$ cat config.mk
export PLATFORM = sky130hd
export DESIGN_NAME = find_max_writer
export DESIGN_NICKNAME = d
export VERILOG_FILES = /design/src/rtl/find_max_writer_pkg.sv /design/src/rtl/find_max_writer_sample_decimator.sv /design/src/rtl/find_max_writer.sv
export SDC_FILE = /design/constraint.sdc
export NUM_CORES = 1
export LEC_CHECK = 0
export ABC_AREA = 1
export CORE_MARGIN = 2
export CORE_UTILIZATION = 28
export DETAILED_ROUTE_END_ITERATION = 8
export HOLD_SLACK_MARGIN = 0.03
export SLEW_MARGIN = 20
export SYNTH_ARGS = -nofsm -noshare
export SYNTH_HDL_FRONTEND = slang
export SYNTH_SLANG_ARGS = --single-unit
$ cat constraint.sdc
create_clock -name clk_in -period 2.05 [get_ports clk_in]
set_clock_uncertainty 0.2 [all_clocks]
set_input_delay 0.41 -clock clk_in [delete_from_list [all_inputs] [get_ports clk_in]]
set_output_delay 0.41 -clock clk_in [all_outputs]
set_load 0.05 [all_outputs]
$ cat src/rtl/find_max_writer_pkg.sv
// Shared definitions for the find-max frame writer and its reader counterpart.
// Holds the FSM state encoding, default widths and frame depth.
package find_max_writer_pkg;

    localparam int DEFAULT_DATA_W = 8;
    localparam int DEFAULT_ADDR_W = 7;
    localparam int FRAME_DEPTH    = 2 ** DEFAULT_ADDR_W;
    localparam int DECIM_W        = 4;

    typedef enum logic [1:0] {
        ST_IDLE  = 2'd0,
        ST_FILL  = 2'd1,
        ST_READY = 2'd2
    } wr_state_e;

endpackage

$ cat src/rtl/find_max_writer_sample_decimator.sv
// Decimation counter: accepts every (decim+1)-th valid sample while active.
// The decimation ratio is captured on load so mid-frame changes wait for the next frame.
module sample_decimator
    import find_max_writer_pkg::*;
(
    input  logic               clk_in,
    input  logic               rst_n,
    input  logic               load_i,
    input  logic               active_i,
    input  logic               sample_valid_i,
    input  logic [DECIM_W-1:0] decim_i,
    output logic               accept_o
);

    logic [DECIM_W-1:0] cnt_q;
    logic [DECIM_W-1:0] cnt_d;
    logic [DECIM_W-1:0] decim_q;
    logic [DECIM_W-1:0] decim_d;

    assign accept_o = active_i && sample_valid_i && (cnt_q == decim_q);

    // Next-state for the counter and the latched ratio
    always_comb begin
        cnt_d   = cnt_q;
        decim_d = decim_q;
        if (load_i) begin
            cnt_d   = {DECIM_W{1'b0}};
            decim_d = decim_i;
        end else if (active_i && sample_valid_i) begin
            if (cnt_q == decim_q) begin
                cnt_d = {DECIM_W{1'b0}};
            end else begin
                cnt_d = cnt_q + {{(DECIM_W-1){1'b0}}, 1'b1};
            end
        end else begin
            cnt_d = cnt_q;
        end
    end

    // Counter and ratio registers
    always_ff @(posedge clk_in or negedge rst_n) begin
        if (!rst_n) begin
            cnt_q   <= {DECIM_W{1'b0}};
            decim_q <= {DECIM_W{1'b0}};
        end else begin
            cnt_q   <= cnt_d;
            decim_q <= decim_d;
        end
    end

endmodule

$ cat src/rtl/find_max_writer.sv
// Captures one decimated frame of samples into RAM port A, then hands it to the
// find-max reader via readyb and waits for the reader's finishb rising edge.
module find_max_writer
    import find_max_writer_pkg::*;
#(
    parameter int DATA_W = DEFAULT_DATA_W,
    parameter int ADDR_W = DEFAULT_ADDR_W
) (
    input  logic               clk_in,
    input  logic               rst_n,
    input  logic               enable,
    input  logic [3:0]         decim,
    input  logic               sample_valid,
    input  logic [DATA_W-1:0]  sample_data,
    input  logic               finishb,
    output logic               wea,
    output logic [ADDR_W-1:0]  addra,
    output logic [DATA_W-1:0]  dina,
    output logic               readyb,
    output logic [15:0]        frame_cnt,
    output logic               overflow
);

    wr_state_e         state_q, state_d;
    logic [ADDR_W-1:0] ptr_q, ptr_d;
    logic [15:0]       fcnt_q, fcnt_d;
    logic              ovf_q, ovf_d;
    logic              readyb_q, readyb_d;
    logic              wea_q;
    logic [ADDR_W-1:0] addra_q;
    logic [DATA_W-1:0] dina_q;
    logic              finishb_q;
    logic              fin_edge_s;
    logic              load_s;
    logic              active_s;
    logic              accept_s;

    assign fin_edge_s = !finishb_q && finishb;
    assign active_s   = (state_q == ST_FILL) && enable;

    sample_decimator u_decim (
        .clk_in         (clk_in),
        .rst_n          (rst_n),
        .load_i         (load_s),
        .active_i       (active_s),
        .sample_valid_i (sample_valid),
        .decim_i        (decim),
        .accept_o       (accept_s)
    );

    // FSM next state, write pointer, frame counter and overflow flag
    always_comb begin
        state_d  = state_q;
        ptr_d    = ptr_q;
        fcnt_d   = fcnt_q;
        ovf_d    = ovf_q;
        load_s   = 1'b0;
        readyb_d = (state_q == ST_READY) && !fin_edge_s;
        case (state_q)
            ST_IDLE: begin
                if (enable) begin
                    state_d = ST_FILL;
                    load_s  = 1'b1;
                    ptr_d   = {ADDR_W{1'b0}};
                end else begin
                    state_d = ST_IDLE;
                end
            end
            ST_FILL: begin
                if (!enable) begin
                    state_d = ST_IDLE;
                    ptr_d   = {ADDR_W{1'b0}};
                end else if (accept_s) begin
                    ptr_d = ptr_q + {{(ADDR_W-1){1'b0}}, 1'b1};
                    if (ptr_q == {ADDR_W{1'b1}}) begin
                        state_d = ST_READY;
                        fcnt_d  = fcnt_q + 16'd1;
                    end else begin
                        state_d = ST_FILL;
                    end
                end else begin
                    state_d = ST_FILL;
                end
            end
            ST_READY: begin
                // A sample arriving on the release cycle is still dropped
                if (sample_valid) begin
                    ovf_d = 1'b1;
                end else begin
                    ovf_d = ovf_q;
                end
                if (fin_edge_s) begin
                    ptr_d = {ADDR_W{1'b0}};
                    if (enable) begin
                        state_d = ST_FILL;
                        load_s  = 1'b1;
                    end else begin
                        state_d = ST_IDLE;
                    end
                end else begin
                    state_d = ST_READY;
                end
            end
            default: begin
                state_d = ST_IDLE;
                ptr_d   = {ADDR_W{1'b0}};
            end
        endcase
    end

    // State, control and RAM port registers
    always_ff @(posedge clk_in or negedge rst_n) begin
        if (!rst_n) begin
            state_q   <= ST_IDLE;
            ptr_q     <= {ADDR_W{1'b0}};
            fcnt_q    <= 16'd0;
            ovf_q     <= 1'b0;
            readyb_q  <= 1'b0;
            finishb_q <= 1'b0;
            wea_q     <= 1'b0;
            addra_q   <= {ADDR_W{1'b0}};
            dina_q    <= {DATA_W{1'b0}};
        end else begin
            state_q   <= state_d;
            ptr_q     <= ptr_d;
            fcnt_q    <= fcnt_d;
            ovf_q     <= ovf_d;
            readyb_q  <= readyb_d;
            finishb_q <= finishb;
            wea_q     <= accept_s;
            if (accept_s) begin
                addra_q <= ptr_q;
                dina_q  <= sample_data;
            end else begin
                addra_q <= addra_q;
                dina_q  <= dina_q;
            end
        end
    end

    assign wea       = wea_q;
    assign addra     = addra_q;
    assign dina      = dina_q;
    assign readyb    = readyb_q;
    assign frame_cnt = fcnt_q;
    assign overflow  = ovf_q;

endmodule

; ---- Yosys cells after proc, flatten, opt, wreduce, memory -nomap -nowiden
; Cells that the tools add are included.
[totals]
ff_bits = 52
in_bits = 17
output_inout_bits = 34
elab_cells = 50
[op_classes]
add_sub_neg = 3
eq_ne = 7
n_mux = 17
n_reduce_logical = 12
[ops]
columns = cell, count
row1 = $mux W7, 4
row2 = $pmux W7 S3, 1
row3 = $add A16 B1 Y16 const B, 1
row4 = $mux W4, 3
row5 = $mux W2, 4
row6 = $add A7 B1 Y7 const B, 1
row7 = $eq A7 B7 Y1 const B, 1
row8 = $pmux W2 S3, 1
row9 = $logic_and A1 B1 Y1, 5
row10 = $add A4 B1 Y4 const B, 1
row11 = $eq A4 B4 Y1, 1
row12 = $ne A2 B2 Y1 const B, 2
row13 = $reduce_and A4 Y1, 1
row14 = $mux W1, 3
row15 = $ne A3 B3 Y1 const B, 1
row16 = $reduce_and A3 Y1, 1
row17 = $eq A2 B1 Y1 const B, 1
row18 = $eq A2 B2 Y1 const B, 1
row19 = $logic_not A1 Y1, 2
row20 = $logic_not A2 Y1, 1
row21 = $pmux W1 S2, 1
row22 = $reduce_and A2 Y1, 1
row23 = $reduce_bool A2 Y1, 1

; ---- Depth between registers and ports, before layout
[depth]
depth_word = 7
mapped_depth = 10
mapped_depth_nobuf = 9

; ---- Hierarchy
; From an unflattened synthesis, not the netlist that was laid out.
[hier_totals]
hier_cells = 339
hier_area_um2 = 2727.6
[by_module_without_submodules]
columns = mod, n_inst, cells_each, area_each_um2, seq_area_each_um2
row1 = find_max_writer, 1, 279, 2283.4, 1101.1
row2 = sample_decimator, 1, 60, 444.2, 200.2

; ---- Worst setup path after synthesis
; Ideal clock, no wire load.
[synth_timing]
path_type = reg2reg
from = register fcnt_q[0], in the netlist frame_cnt[0]
to = register fcnt_q[14], in the netlist frame_cnt[14]
setup_ns = 0.118
arrival_time_ns = 1.578
t_required_ns = 1.732
setup_slack_ns = 0.154
path_stages_with_launch = 8
n_path_buf = 0
period_less_slack_ns = 1.896
cell_sequence = dfrtp_1 ha_1 nand3_1 nor2_1 nand3_1 xnor2_1 nand2_1 nand2_1
[synth_via]
elab_chain_len = 1
[synth_lines]
columns = element, line
row1 = "start, declared", find_max_writer.sv:26  ; logic [15:0] fcnt_q, fcnt_d;
row2 = "start signal, assigned", find_max_writer.sv:126  ; fcnt_q <= fcnt_d;
row3 = $add A16 B1 Y16, find_max_writer.sv:77  ; fcnt_d = fcnt_q + 16'd1;
; No other way between the ends.
; A chain may end at the register's enable or synchronous reset.

; ---- Worst setup path in the final report
[layout_timing]
from = register ptr_q[1]
to = register fcnt_q[4], in the netlist frame_cnt[4]
[layout_via]
elab_chain_len = 2
[layout_lines]
columns = element, line
row1 = "start, declared", find_max_writer.sv:25  ; logic [ADDR_W-1:0] ptr_q, ptr_d;
row2 = "start signal, assigned", find_max_writer.sv:115  ; ptr_q <= {ADDR_W{1'b0}};
row3 = "start signal, assigned", find_max_writer.sv:125  ; ptr_q <= ptr_d;
row4 = $eq A7 B7 Y1, find_max_writer.sv:75  ; if (ptr_q == {ADDR_W{1'b1}}) begin
row5 = $reduce_and A4 Y1 (no line), --
; No other way between the ends.

==> flow_summary.toml <==
[power_and_ir_drop]
power.density_mw_per_mm2 = 870
vdd_drop_max_mv = 0.288
p_total_mw = 2.90
leakage_nw = 1.77

[route]
drtAntennaViolNets = 0
via_per_inst = 4.40
wl_per_cell_um = 11.1
first_pass_iters = 4
routed_wl_mm = 5.64
drc = 0
drt_iter0_markers = 71
vias = 2244

[logic_synthesis]
netlist_area_mm2 = 0.00262
synth_edf_count = 0
async_flop_share_pct = 100
synth.avg_cell_area_um2 = 7.88
synthTopCellsByCount = "140 x nand2_1, 52 x dfrtp_1, 30 x nor2_1"
synth_seq_cells = 52
synthCells = 332
yosys-top-cells-area = "dfrtp_1 50%, nand2_1 20%, nor2_1 4.3%"
synth_top_area_share_pct = 49.7
synth_most_common_cell = "nand2_1"
yosys_warnings = 0
syn-num-nets = 352
yosys.area.top_type = "dfrtp_1"
yosysSeqAreaShare_pct = 49.7
synthFlopType = "dfrtp_1"
synth_cell_types = 27

[place]
finalWeightedCongestion = 0.827
dp_hpwl_mm = 4.22
numPortBuffers = 50
post-place-ws_ns = -0.0741
dpl_cell_area_mm2 = 0.00324
dp.cells = 502

[timing]
finalHoldViolCount = 0
max-slew-margin-rel_pct = 70.8
post-route-min-period_ns = 1.86
fin_ws_ns = 0.187
fin_crit_sh_pct = 90.9
finalSetupViolations = 0
setup_tns_ns = 0
clock.fmax_mhz = 537
whs_ns = 0.287
worstMarginPinSlew_ns = 0.433
maxSlewViolCount = 0
rsz0062_at_grt = "false"

[setup_path]
r2r_start = "ptr_q[1]"
slowest_delay_ns = 0.41
crit_type = "reg -> reg"
regToRegSetupSlack_ns = 0.19
crit_slowest_cell = "dfrtp_1"
reg2reg_depth = 8
cp.required_ns = 2.03
path_cells = "ha_1, nand2_1, inv_2, nand3_2, nor2_2, inv_1, nor2_8, o21ai_0"
timing.rr.end = "frame_cnt[4]"
critPathCaptureType = "flip-flop"
cp-start-kind = "flip-flop"
arrival_ns = 1.85
cp_max_fo = 19

[floorplan]
die_h_um = 101
boundaryPins = 51
core_mm2 = 0.00915
die_w_um = 101
rows = 35
dieArea_mm2 = 0.0101
start_util_pct = 28.6

[clock_network]
clockRootBuffer = "clkbuf_8"
clkLatencyLatePin_ns = 0.30
cts_buffer_depth = 2
clock-sinks = 52
cts_resized = 0
numCtsBuffers = 5
cts_tree = "done"
path_clk_slew_ns = 0.09
cts_max_level = 2

[cells_and_area]
fillers = 963
antenna_cells = 0
final_area_mm2 = 0.00333
fin_nets = 419
final_util_pct = 36.4
syn_to_final_growth_pct = 27.1
final_cells = 510
drive_gt1_share_pct = 17.0

[grt]
grt_max_degree = 53
grt_pass1_wl_mm = 9.68
grt_antenna_before_repair = 0
grt_remaining_overflow = 0
grt_pass1_vias = 2161
grt_usage_pct = 11.8

[hold_path]
min-delay-start = "dina[6]"
hold_path_class = "reg -> reg"
min_path_cells = 2
hold-path-endpoint = "dina[6]"

[outcome]
run_status = "finished clean"

[job]
cap_violations = 0
-- per-layer routing --
| layer | vias up | GRT usage (%) | part of all wire (%) |
|---|---|---|---|
| li1 | 1162 | - | - |
| met1 | 1032 | 14.7 | 47 |
| met2 | 43 | 20.6 | 48 |
| met3 | 7 | 2.50 | 3.7 |
| met4 | 0 | 3.48 | 1.2 |
| met5 | - | 0 | 0 |
-- report_power, final --
part / internal [mW] / switching (mW)
sequential: 1.19 / 0.120
clock: 0.233 / 0.325
combinational: 0.341 / 0.684
-- cell usage in the layout, fill, tap and decap left out, drive strengths merged --
cell type	Yosys	layout
a21oi	1	1
a31o	1	1
buf	4	49
clkbuf	1	6
clkdlybuf4s50	0	15
clkinv	0	1
dfrtp	52	52
dlygate4sd3	0	1
ha	3	3
inv	31	31
nand2	143	143
nand3	21	21
nand3b	1	1
nand4	3	3
nor2	33	33
nor3	2	2
nor3b	1	1
o21ai	19	19
o22ai	2	2
xnor2	2	2
xor2	12	12
-- critical path: cells and delay by family, from the launching register on --
family,cells,cell delay [ns]
AO/OA/AOI/OAI,1,0.11
adder cells (fa/ha/maj),1,0.22
AND/OR/NAND/NOR,4,0.61
buffers and inverters,2,0.19
flip-flops,1,0.41
-- state kept, by name, summed over array words and instances (netlist names) --
register and flops:
u_decim.decim_q 4, state_q 2, frame_cnt 16, readyb 1, finishb_q 1, u_decim.cnt_q 4
ptr_q 7, wea 1, addra 7, dina 8, overflow 1
-- logic make-up after synthesis --
| family | count (synthesis) | share of synthesized area, % |
|---|---|---|
| buf+inv | 36 | 6.17 |
| xor+xnor | 14 | 4.68 |
| flops | 52 | 49.7 |
| fa+ha+maj | 3 | 1.43 |
| compound gates | 23 | 4.64 |
| simple gates | 204 | 33.4 |
-- how the worst max path moves through the flow --
stage                       from       endpoint  slack (ns)  cells after the start
floorplan           frame_cnt[0]  frame_cnt[14]        0.15                      7
global placement          enable       ptr_q[5]       -0.04                      8
detailed placement        enable       ptr_q[5]       -0.07                      8
CTS                     ptr_q[1]   frame_cnt[8]        0.17                      8
global route            ptr_q[1]   frame_cnt[8]        0.02                      9
finish                  ptr_q[1]   frame_cnt[4]        0.19                      8
-- layout make-up --
cell class / count / area [um^2] / area share (%)
Multi-Input combinational cell: 244 / 1150 / 34.7
Sequential cell: 52 / 1300 / 39.1
Inverter: 31 / 116 / 3.50
Clock buffer: 6 / 72.6 / 2.18
Tap cell: 111 / 139 / 4.17
Timing Repair Buffer: 65 / 538 / 16.2
Clock inverter: 1 / 5.00 / 0.150
-- repair_timing --
| action | 4_1_cts | 5_1_grt |
|---|---|---|
| hold endpoints to repair | 52 | 0 |
| hold buffers | 1 | 0 |
| setup buffers | 0 | 0 |
| setup endpoints to repair | 0 | 0 |
Power figures use the tool's default switching activity.
